**config.mk**
```make
export PLATFORM = sky130hd
export DESIGN_NAME = fifo_merge_arbiter
export DESIGN_NICKNAME = d
export VERILOG_FILES = /design/src/rtl/fifo_merge_arbiter_pkg.sv /design/src/rtl/rr_priority_select.sv /design/src/rtl/fifo_merge_arbiter.sv
export SDC_FILE = /design/constraint.sdc
export NUM_CORES = 1
export LEC_CHECK = 0
export ABC_CLOCK_PERIOD_IN_PS = 7160
export CAP_MARGIN = 0
export CELL_PAD_IN_SITES_DETAIL_PLACEMENT = 0
export CELL_PAD_IN_SITES_GLOBAL_PLACEMENT = 1
export CORE_AREA = 5 5 113 115
export CTS_CLUSTER_SIZE = 20
export DETAILED_ROUTE_END_ITERATION = 10
export DIE_AREA = 0 0 118 120
export PLACE_DENSITY = 0.92
export SLEW_MARGIN = 20
export SYNTH_ARGS = -nofsm -noshare
export SYNTH_HDL_FRONTEND = slang
export SYNTH_SLANG_ARGS = --single-unit
```
**constraint.sdc**
```tcl
create_clock -name clk -period 7.16 [get_ports clk]
set_clock_uncertainty 0.2 [all_clocks]
set_input_delay 1.074 -clock clk [delete_from_list [all_inputs] [get_ports clk]]
set_output_delay 1.074 -clock clk [all_outputs]
set_load 0.05 [all_outputs]
```
**src/rtl/fifo_merge_arbiter_pkg.sv**
```systemverilog
// fifo_merge_arbiter_pkg
//   Shared encodings for the FIFO merge arbiter.
//   Provides the two arbiter states (legacy-style localparam constants).
package fifo_merge_arbiter_pkg;

  // Arbiter states: FREE searches round-robin, LOCKED keeps granting one port
  localparam logic [0:0] ST_FREE   = 1'b0;
  localparam logic [0:0] ST_LOCKED = 1'b1;

endpackage

```
**src/rtl/rr_priority_select.sv**
```systemverilog
// rr_priority_select
//   Combinational round-robin search: returns the first asserted request bit
//   found scanning upward from 'start' with wrap-around.
// Ports:
//   req        request vector, one bit per port
//   start      index that has highest priority this cycle
//   grant      index of the selected request (0 when none)
//   any_valid  high when at least one request bit is set
module rr_priority_select #(
  parameter int unsigned NUM_PORTS = 4,
  parameter int unsigned IDX_W     = 2
) (
  input  logic [NUM_PORTS-1:0] req,
  input  logic [IDX_W-1:0]     start,
  output logic [IDX_W-1:0]     grant,
  output logic                 any_valid
);

  int unsigned idx;

  always_comb begin
    grant     = '0;
    any_valid = 1'b0;
    idx       = 0;
    for (int unsigned off = 0; off < NUM_PORTS; off++) begin
      // start + off stays below 2*NUM_PORTS, so one subtraction wraps it
      idx = 32'(start) + off;
      if (idx >= NUM_PORTS) begin
        idx = idx - NUM_PORTS;
      end
      if (!any_valid && req[idx]) begin
        any_valid = 1'b1;
        grant     = IDX_W'(idx);
      end
    end
  end

endmodule

```
**src/rtl/fifo_merge_arbiter.sv**
```systemverilog
// fifo_merge_arbiter
//   Merges NUM_PORTS first-word-fall-through FIFO read ports into one
//   downstream FIFO write port.  Arbitration is round-robin with bursts of up
//   to BURST consecutive grants to the same port.  Each popped word is tagged
//   with its source port id and held in a single output register.
// Ports:
//   clk           clock, rising edge
//   reset         synchronous active-high reset
//   in_empty_n    per-port data-available flags
//   in_read       per-port pop strobe (one-hot or zero)
//   in_read_ce    per-port read clock enable, tied high
//   in_dout       per-port head words, port i at [i*DATA_WIDTH +: DATA_WIDTH]
//   out_full_n    downstream has space
//   out_write     downstream push strobe (holding register valid)
//   out_write_ce  downstream write clock enable, tied high
//   out_din       {source id, payload}
module fifo_merge_arbiter
  import fifo_merge_arbiter_pkg::*;
#(
  parameter int unsigned NUM_PORTS  = 4,
  parameter int unsigned DATA_WIDTH = 32,
  parameter int unsigned ID_WIDTH   = 2,
  parameter int unsigned BURST      = 4
) (
  input  logic                           clk,
  input  logic                           reset,
  input  logic [NUM_PORTS-1:0]           in_empty_n,
  output logic [NUM_PORTS-1:0]           in_read,
  output logic [NUM_PORTS-1:0]           in_read_ce,
  input  logic [NUM_PORTS*DATA_WIDTH-1:0] in_dout,
  input  logic                           out_full_n,
  output logic                           out_write,
  output logic                           out_write_ce,
  output logic [ID_WIDTH+DATA_WIDTH-1:0] out_din
);

  localparam int unsigned OUT_WIDTH = ID_WIDTH + DATA_WIDTH;
  localparam int unsigned IDX_W     = (NUM_PORTS > 1) ? $clog2(NUM_PORTS) : 1;
  localparam logic [7:0]  BURST_MAX = 8'(BURST);
  localparam logic [IDX_W-1:0] LAST_PORT = IDX_W'(NUM_PORTS - 1);

  // Holding register
  logic                  valid_q, valid_d;
  logic [ID_WIDTH-1:0]   id_q, id_d;
  logic [DATA_WIDTH-1:0] data_q, data_d;

  // Arbiter state
  logic [0:0]       state_q, state_d;
  logic [IDX_W-1:0] lock_port_q, lock_port_d;
  logic [7:0]       count_q, count_d;
  logic [IDX_W-1:0] last_grant_q, last_grant_d;

  logic             accept;
  logic             keep_lock;
  logic             pop;
  logic [IDX_W-1:0] pop_idx;
  logic [IDX_W-1:0] search_start;
  logic [IDX_W-1:0] rr_grant;
  logic             rr_any;

  // A word can enter whenever the register is empty or is draining this cycle
  assign accept = !valid_q || out_full_n;

  // Search begins just after the last grant, so on release the locked port
  // ranks last and is only re-granted when nothing else is waiting.
  assign search_start = (last_grant_q == LAST_PORT) ? '0 : last_grant_q + IDX_W'(1);

  assign keep_lock = (state_q == ST_LOCKED) && in_empty_n[lock_port_q] &&
                     (count_q < BURST_MAX);

  rr_priority_select #(
    .NUM_PORTS (NUM_PORTS),
    .IDX_W     (IDX_W)
  ) u_rr_priority_select (
    .req       (in_empty_n),
    .start     (search_start),
    .grant     (rr_grant),
    .any_valid (rr_any)
  );

  always_comb begin
    valid_d      = valid_q;
    id_d         = id_q;
    data_d       = data_q;
    state_d      = state_q;
    lock_port_d  = lock_port_q;
    count_d      = count_q;
    last_grant_d = last_grant_q;
    pop          = 1'b0;
    pop_idx      = rr_grant;

    if (accept) begin
      if (keep_lock) begin
        pop     = 1'b1;
        pop_idx = lock_port_q;
        count_d = count_q + 8'd1;
      end else if (rr_any) begin
        pop          = 1'b1;
        pop_idx      = rr_grant;
        last_grant_d = rr_grant;
        lock_port_d  = rr_grant;
        count_d      = 8'd1;
        state_d      = (BURST > 1) ? ST_LOCKED : ST_FREE;
      end else begin
        state_d = ST_FREE;
        count_d = 8'd0;
      end

      // Either load the popped word or drain to empty
      valid_d = pop;
      if (pop) begin
        id_d   = ID_WIDTH'(pop_idx);
        data_d = in_dout[32'(pop_idx)*DATA_WIDTH +: DATA_WIDTH];
      end
    end
  end

  // Reset discards any pop decided this cycle, so the strobe is masked too
  always_comb begin
    in_read = '0;
    if (pop && !reset) begin
      in_read = NUM_PORTS'(1) << pop_idx;
    end
  end

  always_ff @(posedge clk) begin
    if (reset) begin
      valid_q      <= 1'b0;
      id_q         <= '0;
      data_q       <= '0;
      state_q      <= ST_FREE;
      lock_port_q  <= '0;
      count_q      <= 8'd0;
      last_grant_q <= LAST_PORT;
    end else begin
      valid_q      <= valid_d;
      id_q         <= id_d;
      data_q       <= data_d;
      state_q      <= state_d;
      lock_port_q  <= lock_port_d;
      count_q      <= count_d;
      last_grant_q <= last_grant_d;
    end
  end

  assign out_write    = valid_q;
  assign out_din      = OUT_WIDTH'({id_q, data_q});
  assign in_read_ce   = '1;
  assign out_write_ce = 1'b1;

endmodule

```
==> results.txt <==
Cts hold-fix bufs -> 0
Worst Hold Path Cells -> 1
Critical Path Start -> in_empty_n[2]
Row Count -> 40
Chip width -> 118 um
Top-count cell post-synth -> nand3_1
CP Capture Type -> primary output
Layout area overhead -> 59.94%
# Post-CTS Setup Buffers -> 0
Crit share post-route -> 0.7264
Number of flops mapped to enable cells by yosys -> 0
Max_slew headroom -> 0.4137
Post-Syn Area -> 0.003292 mm2
Share of layout cells above drive strength 1 -> 0.04145
Num CTS Buffers -> 5
Cell variety after synth -> 44
Resize count post-CTS -> 0
Worst Path Required -> 5.89 ns
Setup TNS -> 0 ns
Detailed router's first-iteration violation count -> 196
Mapped Cells -> 430
Die area -> 0.01416 mm2
PwrDens -> 277.5 mW/mm2
Outcome -> finished, final reports clean
Max VDD drop -> 0.1191 mV
CP max stage delay -> 0.80 ns
Mux cell area share after synthesis -> 0.1171
Xor and xnor fraction of the mapped netlist area -> 0.01064
Dpl hpwl -> 8784 um
Tot GR Track Use -> 0.1648
Drt total wl -> 12110 um
HP Class -> reg2reg
Main combinational cell family by area after synthesis -> compound AO/OA/AOI/OAI gates
Root Buffer -> clkbuf_16
Vias per cell -> 5.360
Drt drc -> 0
Largest net degree at the start of global routing -> 48
Critical path's most frequent cell -> clkdlybuf4s50_1
Worst-Margin Slew -> 0.8794 ns
Post-synthesis sequential area ratio -> 0.2919
RePlAce Congestion -> 0.8234
N_diodes -> 0
Number of nets in the layout -> 716
Vias in the first global route -> 4033
Worst flop-to-flop path startpoint -> count_q[5]
Final slew viol count -> 0
Post-Synth Simple-Gate Area -> 0.2414
Compound-Gate Fraction of Synth Area -> 0.2638
Detailed Routing Iterations Pass 1 -> 4
DP Cell Count -> 719
Die Ht -> 120 um
Critical Path Source Type -> input port
DR vias -> 3891
Highest Clock Rate -> 192.3 MHz
Final Instance Area -> 0.005265 mm2
Crit path to -> in_read[1]
Adder-cell share of the synthesized area -> 0.007602
Leak Pwr -> 0.002056 uW
Crit Reg-Reg Endpoint -> data_q[0]
CP max-delay cell -> clkdlybuf4s50_1
Global-route wire length before repair -> 19600 um
Max Cap Viol -> 0
Dominant synthesized flop cell -> dfxtp_1
Synth area leaders -> dfxtp_1, mux2i_1, nand3_1, a32oi_1, a21o_1
Port Buffers -> 173
Final Critical Period -> 5.201 ns
Flop-to-flop setup slack -> 3.73 ns
Avg WL per Cell -> 16.68 um
Io pins -> 179
Async set-reset flop share out of synthesis -> 0
Final Setup Violations -> 0
Worst path arrival time -> 3.93 ns
Post-route ant nets -> 0
RSZ-0062 raised after global routing -> no
Final Util -> 0.4496
CP Cell Sequence -> clkdlybuf4s50_1 -> mux4_2 -> and3_1 -> nand2_1 -> mux2i_1 -> and3b_1 -> clkdlybuf4s50_1
Initial cell density of the core -> 0.2811
TritonCTS clock tree -> built
Num Clock Sinks -> 48
Initial antenna violation count -> 0
Crit-path max FO -> 8
Synth top area share -> 0.2919
Ys Warns -> 0
Yosys reg bits -> 48
Clk pin slew, worst setup/hold paths -> 0.06 ns
Core Box Area -> 0.01171 mm2
Clk_lat worst skew -> 0.28 ns
H-Tree Depth -> 2
Gr ovfl total -> 0
Avg Inst Size Synth -> 7.656 um2
Cell taking the most area after synthesis -> dfxtp_1
Placed cell areas -> 0.005080 mm2
Finished Layout Cells -> 726
Synth cell count leaders -> nand3_1, dfxtp_1, nor2_1
Clock Path Buffers -> 2
Hold Fails Final Rpt -> 0
Worst r2r path cells -> 6
Worst Setup Path Type -> in2out
## area by class of cell
| type | count | area, um2 |
|---|---|---|
| fillers | 1193 | 6446 |
| multi-input cells | 343 | 2152 |
| repair buffers | 180 | 1779 |
| flip-flops and latches | 48 | 960.9 |
| well taps | 147 | 183.9 |
| clock buffers | 5 | 125.1 |
| clock inverters | 2 | 60.06 |
| inverters | 1 | 3.754 |
## stage by stage
step / hold slack (ns) / power (uW) / worst slack, ns
2_1_floorplan: 0.2327 / 897.8 / 2.279
3_3_place_gp: 0.2434 / 1155 / 2.054
3_5_place_dp: 0.2488 / 1170 / 1.973
4_1_cts: 0.2712 / 1474 / 1.971
5_1_grt: 0.3091 / 1541 / 1.809
6_report: 0.2721 / 1461 / 1.959
## routing by layer
metal | part of all wire | vias to the layer above | global-route usage | routed length (um)
met5 | 0 | - | 0 | 0
met4 | 0.023 | 0 | 0.05448 | 278
met3 | 0.089 | 23 | 0.05844 | 1074
met2 | 0.48 | 174 | 0.2882 | 5795
met1 | 0.41 | 1814 | 0.1865 | 4963
li1 | - | 1880 | - | -
## critical path: cells and delay by family
kind          cells  cell delay, ns
mux               2            0.82
simple gates      3            0.70
buf+inv           2            1.33
## flip-flops by register name (all words and copies together), names as in the netlist
signal and flops:
count_q 8, data_q 32, id_q 2, last_grant_q 2
lock_port_q 2, out_write 1, state_q 1
## logic make-up after synthesis
group / count (synthesis)
xor gates and xnor gates: 4
DFF: 48
and+or+nand+nor: 175
muxes: 37
other: 1
adders and majority gates: 2
AOI/OAI and AO/OA: 120
buffers and inverters: 43
## worst min path at each step
stage	end	start	slack (ns)
CTS	state_q	state_q	0.27
finish	state_q	state_q	0.27
global route	state_q	state_q	0.31
global placement	state_q	state_q	0.24
floorplan	state_q	state_q	0.23
detailed placement	state_q	state_q	0.25
## power by group
group	internal, uW	total [uW]	switching [uW]
Sequential	332	380	48.7
Combinational	303	781	478
Clock	198	300	101
## layout by cell type (no fill, tap or decap), types with 5 or more instances in the layout
cell type        count
dfxtp_1             48
nand2_1             43
a21o_1              32
clkdlybuf4s50_1    172
conb_1               5
a21oi_1             40
nand3_1             65
a32oi_1             32
buf_4                7
mux2i_1             34
clkbuf_16            5
nor2_1              47
Note: power is estimated with default switching activity, not from simulation.
